$ cat src/rtl/global_defs.sv
// Shared MPU sizing constants: matrix dimensions, index widths, register file depth.
package global_defs;

    // Maximum matrix rows and columns held by one matrix register.
    localparam int unsigned M = 4;
    localparam int unsigned N = 4;

    // Index MSBs; fields are [MBITS:0], [NBITS:0] and [MATRIX_REG_BITS:0] so that
    // a size equal to M or N is representable.
    localparam int unsigned MBITS           = 2;
    localparam int unsigned NBITS           = 2;
    localparam int unsigned MATRIX_REG_BITS = 2;

endpackage : global_defs

$ cat src/rtl/mpu_data_types.sv
// MPU datapath element type and load sequencer state encoding.
package mpu_data_types;

    // IEEE-754 single-precision element as carried on MPU buses.
    typedef struct packed {
        logic        sign;
        logic [7:0]  exponent;
        logic [22:0] mantissa;
    } float_sp;

    // Matrix load sequencer states.
    typedef enum logic [1:0] {
        IDLE   = 2'd0,
        STREAM = 2'd1,
        DONE   = 2'd2,
        ERR    = 2'd3
    } load_seq_state_t;

endpackage : mpu_data_types

$ cat src/rtl/mpu_load_sequencer.sv
// Sequences one matrix load: accepts a (reg, rows, cols) command, then forwards a
// row-major element stream to the register file load port with (i, j) locations.
module mpu_load_sequencer
    import global_defs::*;
    import mpu_data_types::*;
(
    input  logic                       clk,
    input  logic                       rst,

    input  logic                       cmd_valid_in,
    output logic                       cmd_ready_out,
    input  logic [MATRIX_REG_BITS:0]   cmd_addr_in,
    input  logic [MBITS:0]             cmd_m_in,
    input  logic [NBITS:0]             cmd_n_in,

    input  logic                       elem_valid_in,
    output logic                       elem_ready_out,
    input  float_sp                    elem_data_in,

    output logic                       reg_load_req_out,
    input  logic                       load_ready_in,
    output logic [MATRIX_REG_BITS:0]   reg_load_addr_out,
    output logic [MBITS:0]             reg_i_load_loc_out,
    output logic [NBITS:0]             reg_j_load_loc_out,
    output logic [MBITS:0]             reg_m_load_size_out,
    output logic [NBITS:0]             reg_n_load_size_out,
    output float_sp                    reg_load_element_out,

    output logic                       busy_out,
    output logic                       done_out,
    output logic                       error_out
);

    localparam int unsigned MW = MBITS + 1;
    localparam int unsigned NW = NBITS + 1;
    localparam int unsigned AW = MATRIX_REG_BITS + 1;

    load_seq_state_t   state_q;
    logic [AW-1:0]     addr_q;
    logic [MW-1:0]     m_q;
    logic [NW-1:0]     n_q;
    logic [MW-1:0]     i_q;
    logic [NW-1:0]     j_q;

    logic              cmd_bad_c;
    logic              xfer_c;
    logic              last_col_c;
    logic              last_row_c;

    // Command legality: empty or oversize matrices are rejected without touching the register file.
    always_comb begin
        cmd_bad_c = 1'b0;
        if ((cmd_m_in == '0) || (cmd_n_in == '0) ||
            (cmd_m_in > MW'(M)) || (cmd_n_in > NW'(N))) begin
            cmd_bad_c = 1'b1;
        end
    end

    // Element handshake and end-of-row / end-of-matrix detection at port width.
    always_comb begin
        xfer_c     = (state_q == STREAM) && elem_valid_in && load_ready_in;
        last_col_c = (j_q == (n_q - NW'(1)));
        last_row_c = (i_q == (m_q - MW'(1)));
    end

    // Sequencer state, latched command and row-major location counters.
    always_ff @(posedge clk or negedge rst) begin
        if (!rst) begin
            state_q <= IDLE;
            addr_q  <= '0;
            m_q     <= '0;
            n_q     <= '0;
            i_q     <= '0;
            j_q     <= '0;
        end else begin
            case (state_q)
                IDLE: begin
                    if (cmd_valid_in) begin
                        if (cmd_bad_c) begin
                            state_q <= ERR;
                        end else begin
                            state_q <= STREAM;
                            addr_q  <= cmd_addr_in;
                            m_q     <= cmd_m_in;
                            n_q     <= cmd_n_in;
                            i_q     <= '0;
                            j_q     <= '0;
                        end
                    end
                end
                STREAM: begin
                    if (xfer_c) begin
                        // Final element leaves the counters at (m-1, n-1) so they never overrun.
                        if (last_col_c && last_row_c) begin
                            state_q <= DONE;
                        end else if (last_col_c) begin
                            j_q <= '0;
                            i_q <= i_q + MW'(1);
                        end else begin
                            j_q <= j_q + NW'(1);
                        end
                    end
                end
                DONE: begin
                    state_q <= IDLE;
                end
                ERR: begin
                    state_q <= IDLE;
                end
                default: begin
                    state_q <= IDLE;
                end
            endcase
        end
    end

    // Status and handshake outputs decoded from the state register.
    assign cmd_ready_out = (state_q == IDLE);
    assign busy_out      = (state_q != IDLE);
    assign done_out      = (state_q == DONE);
    assign error_out     = (state_q == ERR);

    // Stream handshake is only open in STREAM; data passes straight through.
    assign elem_ready_out       = (state_q == STREAM) && load_ready_in;
    assign reg_load_req_out     = (state_q == STREAM) && elem_valid_in;
    assign reg_load_element_out = elem_data_in;

    // Register file location, address and size come from registered state.
    assign reg_load_addr_out   = addr_q;
    assign reg_i_load_loc_out  = i_q;
    assign reg_j_load_loc_out  = j_q;
    assign reg_m_load_size_out = m_q;
    assign reg_n_load_size_out = n_q;

endmodule : mpu_load_sequencer
$ cat config.mk
export PLATFORM = sky130hd
export DESIGN_NAME = mpu_load_sequencer
export DESIGN_NICKNAME = d
export VERILOG_FILES = /design/src/rtl/global_defs.sv /design/src/rtl/mpu_data_types.sv /design/src/rtl/mpu_load_sequencer.sv
export SDC_FILE = /design/constraint.sdc
export NUM_CORES = 1
export LEC_CHECK = 0
export ABC_AREA = 1
export ABC_CLOCK_PERIOD_IN_PS = 2600
export CORE_MARGIN = 4
export CORE_UTILIZATION = 61
export DETAILED_ROUTE_END_ITERATION = 16
export DONT_BUFFER_PORTS = 1
export GPL_ROUTABILITY_DRIVEN = 0
export PLACE_DENSITY_LB_ADDON = 0.12
export SETUP_SLACK_MARGIN = 0.1
export SYNTH_ARGS = -nofsm -noshare
export SYNTH_HDL_FRONTEND = slang
export SYNTH_SLANG_ARGS = --single-unit
$ cat constraint.sdc
create_clock -name clk -period 2.6 [get_ports clk]
set_clock_uncertainty 0.1 [all_clocks]
set_input_delay 0.52 -clock clk [delete_from_list [all_inputs] [get_ports clk]]
set_output_delay 0.52 -clock clk [all_outputs]
set_load 0.02 [all_outputs]
## After elaboration in Yosys (flattened, before gate mapping)

Cells that the tools add are included.

| storage, ports and cells | value |
|---|---|
| register bits | 17 |
| logic and storage cells | 57 |

| cells by class | value |
|---|---|
| reductions and logical operators | 17 |
| order comparisons | 2 |
| multiplexer cells | 16 |
| eq/ne operators | 11 |
| add/subtract/negate cells | 4 |
| bitwise logic cells | 1 |

Operators by type and width:

| operator | number |
|---|---|
| $mux 3 | 8 |
| $pmux 3 s2 | 2 |
| $ne 2x2->1 const B | 5 |
| $mux 2 | 4 |
| $add 3x1->3 const B | 2 |
| $eq 3x3->1 | 2 |
| $gt 3x3->1 const B | 2 |
| $logic_not 3->1 | 2 |
| $pmux 2 s3 | 1 |
| $reduce_and 3->1 | 2 |
| $reduce_and 6->1 | 1 |
| $sub 3x1->3 const B | 2 |
| $reduce_and 5->1 | 1 |
| $eq 2x2->1 const B | 2 |
| $logic_and 1x1->1 | 4 |
| $reduce_bool 2->1 | 2 |
| $logic_or 1x1->1 | 3 |
| $eq 2x1->1 const B | 1 |
| $logic_not 2->1 | 1 |
| $ne 2x1->1 const B | 1 |
| $reduce_or 2->1 | 1 |
| $mux 1 | 1 |
| $not 1->1 | 1 |

## Longest topological paths before layout

Gate-level depths: netlist (run 1).

| depth | value |
|---|---|
| word-level depth | 8 |
| depth in mapped cells | 13 |
| depth with buffers taken out | 13 |

## Least setup slack after synthesis (run 1)

Ideal clock, no wire load.

| path | value |
|---|---|
| kind | register -> register |
| start point | reg n_q[0], in the netlist reg_n_load_size_out[0] |
| end point | reg j_q[0], in the netlist reg_j_load_loc_out[0] |
| period minus slack after synthesis | 1768 ps |
| setup time | 65 ps |
| cell stages (with the launch flop) | 12 |
| data arrival time | 1603 ps |
| buffers on the path | 0 |
| slack | 832 ps |
| required time | 2435 ps |
| cells stage by stage | dfrtp_1 > inv_1 > ha_1 > nand2_1 > nand2_1 > nor2_1 > nand2_1 > nor2_1 > nand2_2 > nand2_1 > nand2_1 > nand2_1 |

| between the ends | value |
|---|---|
| longest elaborated chain between the ends | 6 |
| elaborated cells on any way between the ends | 9 |

Ends and longest elaborated chain:

| item | line | RTL |
|---|---|---|
| start: declaration | mpu_load_sequencer.sv:41 | `logic [NW-1:0] n_q;` |
| start signal: assignment | mpu_load_sequencer.sv:85 | `n_q <= cmd_n_in;` |
| $sub 3x1->3 * | mpu_load_sequencer.sv:62 | `last_col_c = (j_q == (n_q - NW'(1)));` |
| $eq 3x3->1 * | mpu_load_sequencer.sv:62 |  |
| $mux 3 | mpu_load_sequencer.sv:96 | `end else if (last_col_c) begin` |
| $mux 3 | mpu_load_sequencer.sv:94 | `if (last_col_c && last_row_c) begin` |
| $mux 3 | mpu_load_sequencer.sv:92 | `if (xfer_c) begin` |
| $pmux 3 s2 | mpu_load_sequencer.sv:76 | `case (state_q)` |
| end signal: assignment | mpu_load_sequencer.sv:100 | `j_q <= j_q + NW'(1);` |
| end: declaration | mpu_load_sequencer.sv:43 | `logic [NW-1:0] j_q;` |

Mark *: on every way between the ends. The rest lies on a longest branch, timed or not. The select of a mux whose other input is x is not followed.
A chain may end at the register's enable or synchronous reset.

## Worst setup path in the final report (run 1)

Same ends and word-level chain as after synthesis.

==> metrics.md, run 1 <==
| Metric | Value |
|---|---|
| Outcome | finished clean |
| First-pass GRT wire length | 3790 um |
| Leading area contributor after synthesis | dfrtp_1 |
| Antenna Nets Post-Route | 0 |
| Post-route DRC | 0 |
| Vias in the first global route | 884 |
| Die extent in x | 54.7 um |
| CP Capture Type | flip-flop |
| Top post-synthesis cells by area | dfrtp_1, buf_4, nand2_1 |
| Clock sink count | 17 |
| PnR worst setup slack | 0.632 ns |
| CP Buf/Inv Count | 1 |
| Hold path start | cmd_addr_in[2] |
| Clock Latency Late Sink | 0.29 ns |
| Max Clock Freq | 508 MHz |
| Avg Cell Area, Syn | 7.22 um2 |
| Worst R2R Setup Slack | 0.63 ns |
| Count of final setup violators | 0 |
| Pins Over Slew Limit | 0 |
| Ys async rst share | 1.00 |
| Final hold slack | 0.239 ns |
| Register-to-Register Path Depth | 11 |
| Gr usage total | 0.173 |
| Hold WC Path Type | input pin to flip-flop |
| Remaining global-route overflow | 0 |
| CTS H-tree lvls | 1 |
| WHS Endpoint | reg_load_addr_out[2]$_DFFE_PN0P_ |
| Crit path time final | 1.97 ns |
| Clock-pin slew on the worst setup and hold paths | 0.10 ns |
| Syn_nets | 234 |
| Post-DP Area | 0.00111 mm2 |
| Distinct cells, synth | 20 |
| I/O pins | 99 |
| Pwr dens | 679 mW/mm2 |
| Crit Path Class | flip-flop to flip-flop |
| NumNets Final | 207 |
| Pin count of the biggest net entering global routing | 18 |
| Top-count cell post-synth | nand2_1 |
| Post-Syn Instances | 184 |
| Synth Flop Type | dfrtp_1 |
| Fin util | 0.569 |
| Synth warnings | 0 |
| Total CTS buffers | 3 |
| Post-Layout Inst Area | 0.00115 mm2 |
| Worst path slowest cell | dfrtp_1 |
| Max-cap violations | 0 |
| P&R area growth vs syn | -13.4% |
| Tot Pwr | 0.782 mW |
| Most repeated library cell on the critical path | nand2_1 |
| Synthesized area | 0.00133 mm2 |
| Top cells by count, synth | nand2_1, buf_4, inv_1 |
| Post-synth EDFFs | 0 |
| DPL Wire Length | 1890 um |
| CP peak stage delay | 0.49 ns |
| Fin. Hold Viols | 0 |
| CP top delay family | simple AND/OR/NAND/NOR gates |
| DP Cell Count | 178 |
| Via-to-Cell Ratio | 5.18 |
| Crit-path cells | inv_1 -> ha_1 -> nand2_1 -> nand2_1 -> nor2_1 -> nand2_1 -> nor2_1 -> nand2_2 -> nand2_1 -> nand2_1 -> nand2_1 |
| Die height | 54.7 um |
| Crit share post-route | 0.757 |
| Worst R2R Start | reg_n_load_size_out[0]$_DFFE_PN0P_ |
| Post-route insts no fill | 183 |
| Postcts setup bufs | 0 |
| Top cell type's share of synthesized area | 0.320 |
| Initial antenna violation count | 0 |
| Layout cell share with drive strength beyond 1 | 0.103 |
| Seq/Total Area, Yosys | 0.320 |
| 1st-iter DRT viols | 19 |
| Antenna cell count | 0 |
| CORE AREA | 0.00202 mm2 |
| Final WL | 2380 um |
| Clk buf depth | 2 |
| Die ar. | 0.00299 mm2 |
| Worst-Margin Slew | 0.762 ns |
| Leak Pwr | 0.613 nW |
| Pre-CTS WS | 0.664 ns |
| Drt wl/cell | 13.0 um |
| Seq cells post-synth | 17 |
| Starting Density | 0.657 |
| Setup TNS | 0 ns |
| Max_slew headroom | 0.491 |
| Reg-to-reg endpoint | reg_j_load_loc_out[0]$_DFFE_PN0P_ |
| Startpoint Class | flip-flop |
| RSZ-0062 raised after global routing | false |
| Hold depth | 2 |
| # resized after CTS | 0 |
| Port bufs | 0 |
| Detailed Routing Iterations Pass 1 | 4 |
| Worst Path Max Fanout | 7 |
| Row count | 16 |
| CTS root buf | clkbuf_4 |
| Via count | 948 |
| Peak supply drop | 0.481 mV |
| Fillers | 195 |
| Required time of the critical path | 2.73 ns |
| CTS tree | built |
| Worst path arrival time | 2.10 ns |
## worst max path at each step
stage	startpoint	to	slack (ns)	depth (start not counted)
after floorplan	reg_n_load_size_out[0]$_DFFE_PN0P_	reg_j_load_loc_out[0]$_DFFE_PN0P_	0.83	11
after global placement	reg_n_load_size_out[0]$_DFFE_PN0P_	reg_j_load_loc_out[2]$_DFFE_PN0P_	0.74	12
final	reg_n_load_size_out[0]$_DFFE_PN0P_	reg_j_load_loc_out[0]$_DFFE_PN0P_	0.63	11
after global routing	reg_n_load_size_out[0]$_DFFE_PN0P_	reg_j_load_loc_out[0]$_DFFE_PN0P_	0.38	12
after detailed placement	reg_n_load_size_out[0]$_DFFE_PN0P_	reg_j_load_loc_out[0]$_DFFE_PN0P_	0.66	12
after CTS	reg_n_load_size_out[0]$_DFFE_PN0P_	reg_j_load_loc_out[0]$_DFFE_PN0P_	0.63	12
## worst register-to-register path, stage by stage (launching register included)
cell and delay (ns):
dfrtp_1 0.49, inv_1 0.11, ha_1 0.32, nand2_1 0.07, nand2_1 0.05, nor2_1 0.13
nand2_1 0.08, nor2_1 0.17, nand2_2 0.14, nand2_1 0.13, nand2_1 0.06, nand2_1 0.07
## report_power, final
group          total, mW  internal [mW]  switching, mW
Clock              0.145         0.0596         0.0857
Sequential         0.428          0.306          0.122
Combinational      0.209         0.0939          0.115
## sequential cells by signal, indices dropped and copies added (netlist names)
signal               flops
reg_i_load_loc_out       3
reg_j_load_loc_out       3
reg_load_addr_out        3
reg_m_load_size_out      3
reg_n_load_size_out      3
state_q                  2
## final cells by class
cell class	count	area (um2)	share of cell area
well taps	27	33.8	0.0293
repair buffers	1	10.0	0.00870
inverters	24	92.6	0.0804
flip-flops and latches	17	425	0.370
multi-input cells	110	563	0.489
clock buffers	4	26.3	0.0228
## per-layer routing
layer | vias to the layer above | global-route usage | part of all wire
li1 | 469 | - | -
met1 | 416 | 0.227 | 0.41
met2 | 49 | 0.248 | 0.46
met3 | 14 | 0.0490 | 0.11
met4 | 0 | 0.104 | 0.024
met5 | - | 0 | 0
## logic make-up (layout without fill, tap and decap cells)
kind of cell / count (synthesis) / after routing / synth area share
buffers and inverters: 57 / 29 / 0.256
AND/OR/NAND/NOR: 88 / 88 / 0.303
adder cells (fa/ha/maj): 4 / 4 / 0.0377
AO/OA/AOI/OAI: 14 / 14 / 0.0565
XOR/XNOR: 4 / 4 / 0.0264
flip-flops: 17 / 17 / 0.320
## layout by cell type, fill, tap and decap left out, types with 4 or more instances in the layout
cell type,count
ha_1,4
nand3_1,7
dfrtp_1,17
inv_1,21
o21ai_0,10
nand2_2,4
nor2_1,17
xnor2_1,4
nand2_1,52
## what timing repair did
| action | CTS | global route |
|---|---|---|
| hold endpoints to repair | 17 | 0 |
| hold buffers | 1 | 0 |
| setup endpoints to repair | 0 | 0 |
Power figures use the tool's default switching activity.
==> run 2, diff against run 1 <==
ABC_CLOCK_PERIOD_IN_PS = 2100   (was 2600)
clock period = 2.1 ns   (was 2.6 ns; I/O delays follow)
==> run 2 against run 1 <==
Sequential power rose by 23%. Sequential share of layout area fell by 1.2 points. Count of clock-buffer cells in the layout did not move. Register-to-register slack got worse by 0.29 ns. Setup slack got worse by 0.40 ns. Critical path type is now flip-flop to output pin. Critical path depth fell by 7. Worst hold slack got worse by 0.097 ns. Die area did not move. Total power rose by 25%.
==> metrics.md, run 2 (synthesis results as in run 1) <==
| Metric | Value |
|---|---|
| Post-route DRC | 0 (unchanged) |
| Via-to-Cell Ratio | 5.21 (+0.52%) |
| RSZ-0062 raised after global routing | false |
| CTS root buf | clkbuf_4 |
| Fin util | 0.588 (+0.0186) |
| Via count | 979 (+3.3%) |
| Pwr dens | 825 mW/mm2 (+21%) |
| Fillers | 201 (+3.1%) |
| CTS tree | built |
| Setup TNS | 0 ns (unchanged) |
| First-pass GRT wire length | 3840 um (+1.5%) |
| Total CTS buffers | 3 (unchanged) |
| Crit-path cells | inv_2 -> nor2_4 -> inv_4 -> nor2_1 |
| Multi-input logic area | 563 um2 (unchanged) |
| Peak supply drop | 0.632 mV (+31%) |
| NumNets Final | 212 (+2.4%) |
| Clock sink count | 17 (unchanged) |
| Final WL | 2510 um (+5.3%) |
| Post-Layout Inst Area | 0.00119 mm2 (+3.3%) |
| Outcome | finished clean |
| Layout cell share with drive strength beyond 1 | 0.130 (+0.0279) |
| Commonest non-fill, non-tap cell in the layout | nand2_1 |
| Pin count of the biggest net entering global routing | 18 (unchanged) |
| Max Clock Freq | 536 MHz |
| Hold WC Path Type | input pin to flip-flop |
| Worst-Margin Slew | 0.801 ns (+0.0392 ns) |
| Clock Latency Late Sink | 0.29 ns (about the same) |
| Worst path slowest cell | dfrtp_1 |
| Pins Over Slew Limit | 0 (unchanged) |
| Gr usage total | 0.178 (+0.00484) |
| CP Capture Type | output pin |
| Port bufs | 0 (unchanged) |
| Required time of the critical path | 1.58 ns (-1.15 ns) |
| Starting Density | 0.657 (unchanged) |
| Initial antenna violation count | 0 (unchanged) |
| PnR worst setup slack | 0.233 ns (-0.399 ns) |
| CP peak stage delay | 0.45 ns (-0.04 ns) |
| Max-cap violations | 0 (unchanged) |
| Startpoint Class | flip-flop |
| Crit path time final | 1.87 ns |
| Worst path arrival time | 1.35 ns (-0.75 ns) |
| Die ar. | 0.00299 mm2 (unchanged) |
| Antenna Nets Post-Route | 0 (unchanged) |
| Hold depth | 2 (unchanged) |
| Leak Pwr | 0.635 nW (+3.6%) |
| Clk buf depth | 2 (unchanged) |
| Pre-CTS WS | 0.361 ns (-0.304 ns) |
| Post-DP Area | 0.00115 mm2 (+3.4%) |
| Row count | 16 (unchanged) |
| I/O pins | 99 (unchanged) |
| Crit Path Class | flip-flop to output pin |
| Register-to-Register Path Depth | 11 (unchanged) |
| DPL Wire Length | 1970 um (+4.1%) |
| # resized after CTS | 0 (unchanged) |
| Vias in the first global route | 943 (+6.7%) |
| CTS H-tree lvls | 1 (unchanged) |
| Fin. Hold Viols | 0 (unchanged) |
| CORE AREA | 0.00202 mm2 (unchanged) |
| Count of final setup violators | 0 (unchanged) |
| Worst R2R Setup Slack | 0.34 ns (-0.29 ns) |
| P&R area growth vs syn | -10.5% |
| Detailed Routing Iterations Pass 1 | 4 (unchanged) |
| Remaining global-route overflow | 0 (unchanged) |
| Die extent in x | 54.7 um (unchanged) |
| 1st-iter DRT viols | 10 (-9) |
| Die height | 54.7 um (unchanged) |
| Crit share post-route | 0.889 |
| Storage element area | 425 um2 (unchanged) |
| Antenna cell count | 0 (unchanged) |
| Clock-pin slew on the worst setup and hold paths | 0.10 ns (about the same) |
| Max_slew headroom | 0.464 (-0.0262) |
| Worst Path Max Fanout | 7 (unchanged) |
| Commonest non-fill, non-tap cells in the layout | nand2_1, inv_1, nor2_1, dfrtp_1, o21ai_0 |
| Drt wl/cell | 13.4 um (+2.5%) |
-- run 2: worst max-delay path, delay by kind of cell (launching register included) --
kind | cells | cell delay, ns
buf+inv | 2 | 0.14
simple gates | 2 | 0.46
flops | 1 | 0.45
-- run 2: final timing paths --
path	to	startpoint
worst max-delay path	reg_load_req_out	state_q[0]$_DFFE_PN0P_
worst min-delay path	reg_load_addr_out[1]$_DFFE_PN0P_	cmd_addr_in[1]
worst max register to register	reg_j_load_loc_out[2]$_DFFE_PN0P_	reg_n_load_size_out[0]$_DFFE_PN0P_
worst min register to register	reg_n_load_size_out[1]$_DFFE_PN0P_	reg_n_load_size_out[1]$_DFFE_PN0P_
max in group asynchronous	reg_load_addr_out[2]$_DFFE_PN0P_	rst
min in group asynchronous	reg_n_load_size_out[2]$_DFFE_PN0P_	rst
-- run 2: metrics by stage --
stage,instances,hold WS [ns],power (mW)
after floorplan,184,0.0244,0.819
after global placement,183,0.0248,0.784
after detailed placement,183,0.0248,0.799
after CTS,188,0.131,0.989
after global routing,188,0.149,1.06
final,188,0.142,0.981
-- run 2: area by class of cell --
type	instances	area share
clock buffer	4	0.0221
inverter	24	0.0779
multi-input combinational	110	0.474
sequential	17	0.358
tap	27	0.0284
timing repair buffer	6	0.0400
-- run 2: where the power goes --
part / total (mW) / leakage [nW] / switching, mW / internal, mW
clock network: 0.182 / 0.0150 / 0.108 / 0.0739
registers: 0.526 / 0.197 / 0.147 / 0.379
logic: 0.273 / 0.424 / 0.152 / 0.121
total: 0.981 / 0.635 / 0.407 / 0.573
-- run 2: metal layers --
layer | track usage | part of all wire | vias up
met5 | 0 | 0 | -
met4 | 0.0788 | 0.019 | 0
met3 | 0.0627 | 0.11 | 12
met2 | 0.301 | 0.48 | 59
met1 | 0.198 | 0.38 | 428
li1 | - | - | 480
-- run 2: what timing repair did --
| item | 4_1_cts | 5_1_grt |
|---|---|---|
| hold buffers | 1 | 0 |
| buffers inserted | 0 | 0 |
| endpoints found under the hold margin | 17 | 0 |
